<file path="src/rtl/mux_pkg.sv">
// Shared definitions for the arbitrating multiplexer: arbitration mode
// encodings and the index-width helper.
package mux_pkg;

  localparam int ARB_RR    = 0;
  localparam int ARB_FIXED = 1;

  function automatic int clog2(input int value);
    int r;
    r = 0;
    for (int i = 0; i < 31; i++) begin
      if ((1 << i) < value) r = i + 1;
    end
    return r;
  endfunction

endpackage

</file>
<file path="src/rtl/rr_pick.sv">
// Combinational grant picker: rotates the request vector so the search starts
// at ptr, takes the lowest set bit, then rotates the result back.
module rr_pick #(
  parameter int N    = 4,
  parameter int SELW = 2
) (
  input  logic [N-1:0]    req,
  input  logic [SELW-1:0] ptr,
  input  logic            fixed,
  output logic [SELW-1:0] gnt_idx,
  output logic            any
);

  logic [SELW-1:0] w_base;
  logic [N-1:0]    w_rot;
  logic [SELW-1:0] w_off;
  logic [SELW:0]   w_sum;

  // Fixed priority is just a rotation by zero.
  assign w_base = fixed ? '0 : ptr;

  always_comb begin
    w_rot = '0;
    for (int i = 0; i < N; i++) begin
      int k;
      k = i + int'(w_base);
      if (k >= N) k = k - N;
      w_rot[i] = req[k[SELW-1:0]];
    end
  end

  always_comb begin
    w_off = '0;
    for (int i = N - 1; i >= 0; i--) begin
      if (w_rot[i]) w_off = SELW'(i);
    end
  end

  // Modulo-N add so non-power-of-two N wraps correctly.
  assign w_sum   = {1'b0, w_base} + {1'b0, w_off};
  assign gnt_idx = (w_sum >= (SELW+1)'(N)) ? SELW'(w_sum - (SELW+1)'(N))
                                           : w_sum[SELW-1:0];
  assign any     = |req;

endmodule

</file>
<file path="src/rtl/mux_arb_n.sv">
// N-way arbitrating multiplexer with a registered output stage and
// valid/ready handshakes on every input channel and on the output.
module mux_arb_n
  import mux_pkg::*;
#(
  parameter  int WIDTH     = 32,
  parameter  int N         = 4,
  parameter  int FIXED_PRI = ARB_RR,
  localparam int SELW      = clog2(N)
) (
  input  logic                 clk,
  input  logic                 rst_n,
  input  logic [N-1:0]         in_valid,
  input  logic [N*WIDTH-1:0]   in_data,
  output logic [N-1:0]         in_ready,
  output logic                 out_valid,
  output logic [WIDTH-1:0]     out_data,
  output logic [SELW-1:0]      out_sel,
  input  logic                 out_ready
);

  logic                r_out_valid;
  logic [WIDTH-1:0]    r_out_data;
  logic [SELW-1:0]     r_out_sel;
  logic [SELW-1:0]     r_ptr;

  logic [SELW-1:0]     w_gnt;
  logic                w_any;
  logic                w_load;
  logic [WIDTH-1:0]    w_gnt_data;
  logic [SELW-1:0]     w_ptr_nxt;

  rr_pick #(
    .N    (N),
    .SELW (SELW)
  ) u_rr_pick (
    .req     (in_valid),
    .ptr     (r_ptr),
    .fixed   (FIXED_PRI == ARB_FIXED),
    .gnt_idx (w_gnt),
    .any     (w_any)
  );

  // Gating with rst_n keeps every in_ready low during the reset cycle.
  assign w_load = rst_n && (!r_out_valid || out_ready) && w_any;

  always_comb begin
    in_ready = '0;
    if (w_load) in_ready[w_gnt] = 1'b1;
  end

  assign w_gnt_data = in_data[int'(w_gnt)*WIDTH +: WIDTH];
  assign w_ptr_nxt  = (w_gnt == SELW'(N - 1)) ? '0 : w_gnt + SELW'(1);

  always_ff @(posedge clk) begin
    if (!rst_n) begin
      r_out_valid <= 1'b0;
      r_out_data  <= '0;
      r_out_sel   <= '0;
      r_ptr       <= '0;
    end else if (w_load) begin
      r_out_valid <= 1'b1;
      r_out_data  <= w_gnt_data;
      r_out_sel   <= w_gnt;
      if (FIXED_PRI == ARB_RR) r_ptr <= w_ptr_nxt;
    end else if (out_ready) begin
      r_out_valid <= 1'b0;
    end
  end

  assign out_valid = r_out_valid;
  assign out_data  = r_out_data;
  assign out_sel   = r_out_sel;

endmodule

</file>
<file path="config.mk">
export PLATFORM = sky130hd
export DESIGN_NAME = mux_arb_n
export DESIGN_NICKNAME = d
export VERILOG_FILES = /design/src/rtl/mux_pkg.sv /design/src/rtl/rr_pick.sv /design/src/rtl/mux_arb_n.sv
export SDC_FILE = /design/constraint.sdc
export NUM_CORES = 1
export LEC_CHECK = 0
export CAP_MARGIN = 20
export CORE_AREA = 2 2 93 95
export DETAILED_ROUTE_END_ITERATION = 8
export DIE_AREA = 0 0 95 97
export HOLD_SLACK_MARGIN = 0.1
export PLACE_DENSITY = 0.86
export SLEW_MARGIN = 5
export SYNTH_ARGS = -nofsm -noshare
export SYNTH_HDL_FRONTEND = slang
export SYNTH_SLANG_ARGS = --single-unit
</file>
<file path="constraint.sdc">
create_clock -name clk -period 6 [get_ports clk]
set_input_delay 0.9 -clock clk [delete_from_list [all_inputs] [get_ports clk]]
set_output_delay 0.9 -clock clk [all_outputs]
set_load 0.005 [all_outputs]
</file>
======== Word level (Yosys, flattened, before mapping) ========
Cells that the tools add are included.
storage, ports and cells
  output and inout bits ................... 39
  input bits .............................. 135
  register bits ........................... 37
  logic and storage cells ................. 57
operators by class
  equality and inequality tests ........... 1
  magnitude comparators ................... 11
  reduce and logical (&&, ||, !) cells .... 7
  muxes and demuxes ....................... 23
  shift-type cells ........................ 1
  add/subtract/negate cells ............... 10
operators with widths
  operator                                                                       number
  128-bit by 8-bit indexed part select with 32-bit output                        1
  2-bit 2-to-1 mux                                                               10
  2-bit by 3-bit less-than comparator with 1-bit output (second input constant)  5
  3-bit >= comparator (second input constant)                                    4
  2-bit by 1-bit subtractor with 2-bit output (second input constant)            5
  1-bit binary-select mux with 2-bit select                                      4
  1-bit 2-to-1 mux                                                               7
  2-bit by 2-bit adder with 3-bit output (first input constant)                  2
  4-bit 2-to-1 mux                                                               1
  4-bit OR reduction                                                             1
  1-bit by 2-bit adder with 3-bit output (first input constant)                  1
  2-bit by 2-bit adder with 3-bit output                                         1
  2-bit by 3-bit >= comparator with 1-bit output (second input constant)         1
  1-bit logical AND                                                              3
  2-bit by 1-bit adder with 2-bit output (second input constant)                 1
  1-bit demux with 2-bit select                                                  1
  2-bit == test (second input constant)                                          1
  2-bit by 1-bit >= comparator with 1-bit output (second input constant)         1
  2-bit nonzero test                                                             1
  1-bit zero test                                                                1
  1-bit logical OR                                                               1

======== Logic depth before layout (Yosys ltp) ========
  word-level depth ........................ 17
  mapped depth ............................ 12
  mapped depth without buffers ............ 9

======== Cells and area by module ========
A second synthesis with hierarchy kept.
unflattened totals
  cells, all modules ...................... 252
  area total of the unflattened synthesis .. 2437.3 um^2
modules (own cells, without submodules)
  module     cells each  instances  area each (um^2)  sequential area each (um^2)
  mux_arb_n  219         1          2217.1            740.7
  rr_pick    33          1          220.2             0.0

======== Worst setup path after synthesis ========
OpenSTA, ideal clock, no wires.
  kind .................................... input-to-output
  start point ............................. in in_valid[0]
  end point ............................... out in_ready[3]
  setup slack ............................. 1.948 ns
  arrival ................................. 3.152 ns
  path buffers ............................ 4
  data required time ...................... 5.100 ns
  cell stages on the path ................. 10
  cell sequence ........................... buf_1 > nor2_1 > a221oi_1 > o211ai_1 > ha_1 > buf_2 > buf_1 > buf_1 > nand2_1 > nor2b_1
on the way
  cells in the longest elaborated chain, start to end .. 14
  elaborated cells between the ends (all ways) .. 24
  those cells by class .................... add/sub (2); order compare (3); mux (16); reduce/logical (3)
RTL lines
  what                                                                                                                                           RTL line         RTL
  start: declaration                                                                                                                             mux_arb_n.sv:13  input logic [N-1:0] in_valid,
  1-bit binary-select mux with 2-bit select                                                                                                      rr_pick.sv:28    w_rot[i] = req[k[SELW-1:0]];
  1-bit 2-to-1 mux (implied by the code)                                                                                                         rr_pick.sv:28
  2-bit 2-to-1 mux (3 in a row)                                                                                                                  rr_pick.sv:35    if (w_rot[i]) w_off = SELW'(i);
  2-bit 2-to-1 mux *                                                                                                                             rr_pick.sv:35
  2-bit by 2-bit adder with 3-bit output *                                                                                                       rr_pick.sv:40    assign w_sum = {1'b0, w_base} + {1'b0, w_off};
  3-bit >= comparator or 2-bit by 1-bit subtractor with 2-bit output (tied branches)                                                             rr_pick.sv:41    assign gnt_idx = (w_sum >= (SELW+1)'(N)) ? SELW'(w_sum - (SELW+1)'(N))
  2-bit 2-to-1 mux *                                                                                                                             rr_pick.sv:41
  via u_rr_pick.gnt_idx[0]                                                                                                                       rr_pick.sv:10    output logic [SELW-1:0] gnt_idx,
  2-bit by 3-bit less-than comparator with 1-bit output (implied by the code) or 2-bit by 1-bit >= comparator with 1-bit output (tied branches)  mux_arb_n.sv:49  if (w_load) in_ready[w_gnt] = 1'b1;
  1-bit logical AND (implied by the code)                                                                                                        mux_arb_n.sv:49
  1-bit 2-to-1 mux (implied by the code)                                                                                                         mux_arb_n.sv:49
  1-bit demux with 2-bit select *                                                                                                                mux_arb_n.sv:49
  4-bit 2-to-1 mux *                                                                                                                             mux_arb_n.sv:49
  end: declaration                                                                                                                               mux_arb_n.sv:15  output logic [N-1:0] in_ready,
The timed path passes the listed nets; every way through them passes the cells marked *. The select of a mux whose other input is x is not followed.

======== Worst setup path in the final report ========
  start point ............................. in in_valid[2]
  end point ............................... out in_ready[1]
on the way
  cells in the longest elaborated chain, start to end .. 14
  elaborated cells between the ends (all ways) .. 24
  those cells by class .................... add/sub (2); order compare (3); mux (16); reduce/logical (3)
RTL lines
  what                                                                                                                                           RTL line
  1-bit binary-select mux with 2-bit select                                                                                                      rr_pick.sv:28
  1-bit 2-to-1 mux (implied by the code)                                                                                                         rr_pick.sv:28
  2-bit 2-to-1 mux (4 in a row)                                                                                                                  rr_pick.sv:35
  2-bit by 2-bit adder with 3-bit output                                                                                                         rr_pick.sv:40
  3-bit >= comparator or 2-bit by 1-bit subtractor with 2-bit output (tied branches)                                                             rr_pick.sv:41
  2-bit 2-to-1 mux                                                                                                                               rr_pick.sv:41
  2-bit by 3-bit less-than comparator with 1-bit output (implied by the code) or 2-bit by 1-bit >= comparator with 1-bit output (tied branches)  mux_arb_n.sv:49
  1-bit logical AND (implied by the code)                                                                                                        mux_arb_n.sv:49
  1-bit 2-to-1 mux (implied by the code)                                                                                                         mux_arb_n.sv:49
  1-bit demux with 2-bit select                                                                                                                  mux_arb_n.sv:49
  4-bit 2-to-1 mux *                                                                                                                             mux_arb_n.sv:49
Every way passes the cells marked *; elsewhere a longest branch is shown, timed or not. The select of a mux whose other input is x is not followed.

==> out/qor.tcl <==
set qor(top_level_ports) 174
set qor(dieArea_mm2) 0.00922
set qor(cts_max_path_buffers) 2
set qor(critPathKind) {input port to output pin}
set qor(relative_area_change_from_synthesis_to_final_layout_pct) 50.3
set qor(clock-sinks) 37
set qor(routed-via-count) 4405
set qor(hold_violations_final) 0
set qor(timing.hold.worst.class) {flip-flop to flip-flop}
set qor(clkSlewWorstSetupHoldPaths_ns) 0.07
set qor(cts_inserted_buffers) 5
set qor(synth_sequential_area_ratio) 0.206
set qor(hold_path_depth) 2
set qor(holdPathEnd) {out_data[4]}
set qor(grt_max_degree) 67
set qor(cts_hold_repair.buffers) 0
set qor(fmax_mhz) 192
set qor(cts.repair_timing.setup_buffer_count) 0
set qor(worst_slew_margin) 0.298
set qor(timing.critical_path.max_delay_family) {buffers and inverters}
set qor(cts-resized-gates) 0
set qor(crit_path_start_kind) {input port}
set qor(count_of_pins_over_their_slew_limit) 0
set qor(htree_levels) 2
set qor(grt_antenna_before_repair) 0
set qor(drt-vias-per-instance) 6.34
set qor(grt_first_pass_wirelength_um) 20100
set qor(hpwl_um) 9170
set qor(netlist_top_cells_area) {sky130_fd_sc_hd__dfxtp_1 21%, sky130_fd_sc_hd__mux2_2 10%, sky130_fd_sc_hd__mux2i_1 9.2%, sky130_fd_sc_hd__nand3_1 9.0%, sky130_fd_sc_hd__a221oi_1 8.3%}
set qor(worst_ir_drop_vdd_uv) 297
set qor(layout_commonest_cell) {sky130_fd_sc_hd__clkdlybuf4s50_1}
set qor(post_route_hold_slack_ns) 0.528
set qor(final_cell_mix) {173 x sky130_fd_sc_hd__clkdlybuf4s50_1, 65 x sky130_fd_sc_hd__nand3_1, 42 x sky130_fd_sc_hd__nor2_1, 37 x sky130_fd_sc_hd__dfxtp_1, 35 x sky130_fd_sc_hd__o211ai_1}
set qor(final_layout_size_suffix_gt1_frac) 0.0983
set qor(first_global_vias) 4256
set qor(power_per_cell_area_mw_per_mm2) 348
set qor(synth.cell_area_mm2) 0.00360
set qor(timing_worst_slew_pin_value_ns) 1.05
set qor(synth_top_area_share) 0.206
set qor(ratio_of_final_minimum_period_to_clock_period) 0.866
set qor(p_total_w) 0.00189
set qor(leakagePower_nw) 1.83
set qor(worst-endpoint-arrival_ns) 4.30
set qor(fp.dieH_um) 97
set qor(timing.critical_path.required_ns) 5.10
set qor(drt_first_iter_violations) 325
set qor(worstRegToRegCells) 9
set qor(hold_path.startpoint) {out_data[4]}
set qor(post-route-worst-setup-slack_ns) 0.801
set qor(drc) 0
set qor(worst_path_most_repeated_cell) {sky130_fd_sc_hd__clkdlybuf4s50_1}
set qor(grt_usage) 0.266
set qor(postSynth.asyncResetShare) 0
set qor(globalRouteOverflowTotal) 0
set qor(clk-insertion-delay-late_ns) 0.30
set qor(detail-route-antenna-nets) 0
set qor(timing.rr.start) {r_ptr[0]}
set qor(initial_core_util) 0.443
set qor(final.setup.tns_ns) 0
set qor(num_antenna_cells) 0
set qor(design.final.nets) 727
set qor(synthesis.instances) 456
set qor(die_span_x_um) 95
set qor(number_of_flops_mapped_to_enable_cells_by_yosys) 0
set qor(setup_viol) 0
set qor(regToRegSetupSlack_ns) 2.48
set qor(top_flip_flop_cell_by_instance_count_after_synthesis) {sky130_fd_sc_hd__dfxtp_1}
set qor(rows) 33
set qor(crit-reg2reg-capture) {out_data[22]}
set qor(cp_cell_sequence) {clkdlybuf4s50_1, o21ai_1, or4_1, o31a_1, buf_4, nand2_4, xnor3_1, nor2_1, clkdlybuf4s50_1}
set qor(dpl_worst_slack_ns) 0.855
set qor(synth.net_count) 592
set qor(finalWirelength_um) 13100
set qor(yosys_register_bits) 37
set qor(synth.largest_area_cell) {sky130_fd_sc_hd__dfxtp_1}
set qor(cts_tree) {done}
set qor(netlist-cell-type-count) 38
set qor(cp_slowest_cell) {sky130_fd_sc_hd__or4_1}
set qor(gpl.final_weighted_congestion) 0.818
set qor(port_buffers) 173
set qor(fin_skew_ns) 0.00776
set qor(post_synth.cell_area_avg_um2) 7.90
set qor(cp_bufs_invs) 3
set qor(cp_slowest_stage_delay_ns) 0.77
set qor(max_cap_viol_count) 0
set qor(path_max_fanout) 33
set qor(ctsRootBufferMaster) {sky130_fd_sc_hd__clkbuf_8}
set qor(firstDrtPassIters) 7
set qor(layout_min_cycle_time_ns) 5.20
set qor(status) {complete, no violations}
set qor(cp-end-kind) {output pin}
set qor(routed_wire_length_per_instance_um) 18.8
set qor(design.core.area_mm2) 0.00813
set qor(synth.yosys.warnings) 0
set qor(grt_setup_unrepaired) {no}
-- worst reg2reg max path: cells and delay by family, from the launching register on --
family / cells / cell delay [ns]
flip-flops: 1 / 0.58
adder cells (fa/ha/maj): 1 / 0.37
AND/OR/NAND/NOR: 2 / 0.27
multiplexers: 1 / 0.54
buffers and inverters: 1 / 0.69
AO/OA/AOI/OAI: 4 / 0.93
-- cell families (layout without fill, tap and decap cells) --
| kind of cell | Yosys count | after routing | share of synthesized area |
|---|---|---|---|
| AO/OA/AOI/OAI | 119 | 119 | 0.248 |
| buffers and inverters | 57 | 191 | 0.0674 |
| XOR/XNOR | 1 | 1 | 0.00625 |
| adder cells (fa/ha/maj) | 1 | 1 | 0.00347 |
| multiplexers | 65 | 65 | 0.192 |
| AND/OR/NAND/NOR | 176 | 176 | 0.278 |
| flip-flops | 37 | 37 | 0.206 |
-- power breakdown --
group | internal (W) | leakage [nW] | total, W | switching [W]
combinational | 0.000677 | 1.49 | 0.00133 | 0.000651
clock | 0.0000766 | 0.0399 | 0.000170 | 0.0000934
sequential | 0.000333 | 0.307 | 0.000388 | 0.0000550
total | 0.00109 | 1.83 | 0.00189 | 0.000800
-- per-layer routing --
| layer | vias up | routed length [um] | GRT usage |
|---|---|---|---|
| li1 | 2074 | - | - |
| met1 | 2059 | 5110 | 0.316 |
| met2 | 252 | 6550 | 0.480 |
| met3 | 20 | 1250 | 0.0545 |
| met4 | 0 | 175 | 0.0669 |
| met5 | - | 0 | 0 |
-- cells in the mapped netlist (all sizes together), types with 2 or more instances --
master / n
and2: 2
o21a: 2
mux2i: 33
o21ai: 6
a221oi: 34
o211ai: 35
o31a: 2
or4: 2
mux2: 32
nor4b: 33
nor3: 6
nor2: 42
nor3b: 2
nand2: 9
nand3: 66
a31oi: 32
dfxtp: 37
nor2b: 11
a21oi: 4
buf: 22
nor4: 2
clkbuf: 34
-- metrics by stage --
| stage | util | std cells | instance area, um^2 |
|---|---|---|---|
| 5_1_grt | 0.666 | 695 | 5410 |
| 6_report | 0.666 | 695 | 5410 |
| 3_5_place_dp | 0.652 | 686 | 5310 |
| 4_1_cts | 0.661 | 692 | 5380 |
| 3_3_place_gp | 0.652 | 686 | 5310 |
| 2_1_floorplan | - | 456 | 3600 |
-- flip-flops by register name, indices dropped and copies added (netlist names) --
signal / count
out_sel: 2
out_data: 32
out_valid: 1
r_ptr: 2
-- how the worst max path moves through the flow --
stage | from | cells past startpoint | to
6_report | in_valid[2] | 9 | in_ready[1]
5_1_grt | in_valid[2] | 9 | in_ready[2]
4_1_cts | in_valid[2] | 9 | in_ready[0]
3_5_place_dp | in_valid[2] | 9 | in_ready[0]
3_3_place_gp | in_valid[0] | 8 | in_ready[0]
2_1_floorplan | in_valid[0] | 10 | in_ready[3]
-- final cells by class --
cell class              count  area (um^2)
fillers                   678         2720
multi-input cells         362         2640
repair buffers            184         1830
flip-flops and latches     37          741
well taps                 105          131
clock buffers               5         68.8
clock inverters             1         5.00
inverters                   1         3.75
Note: power is estimated with default switching activity, not from simulation.
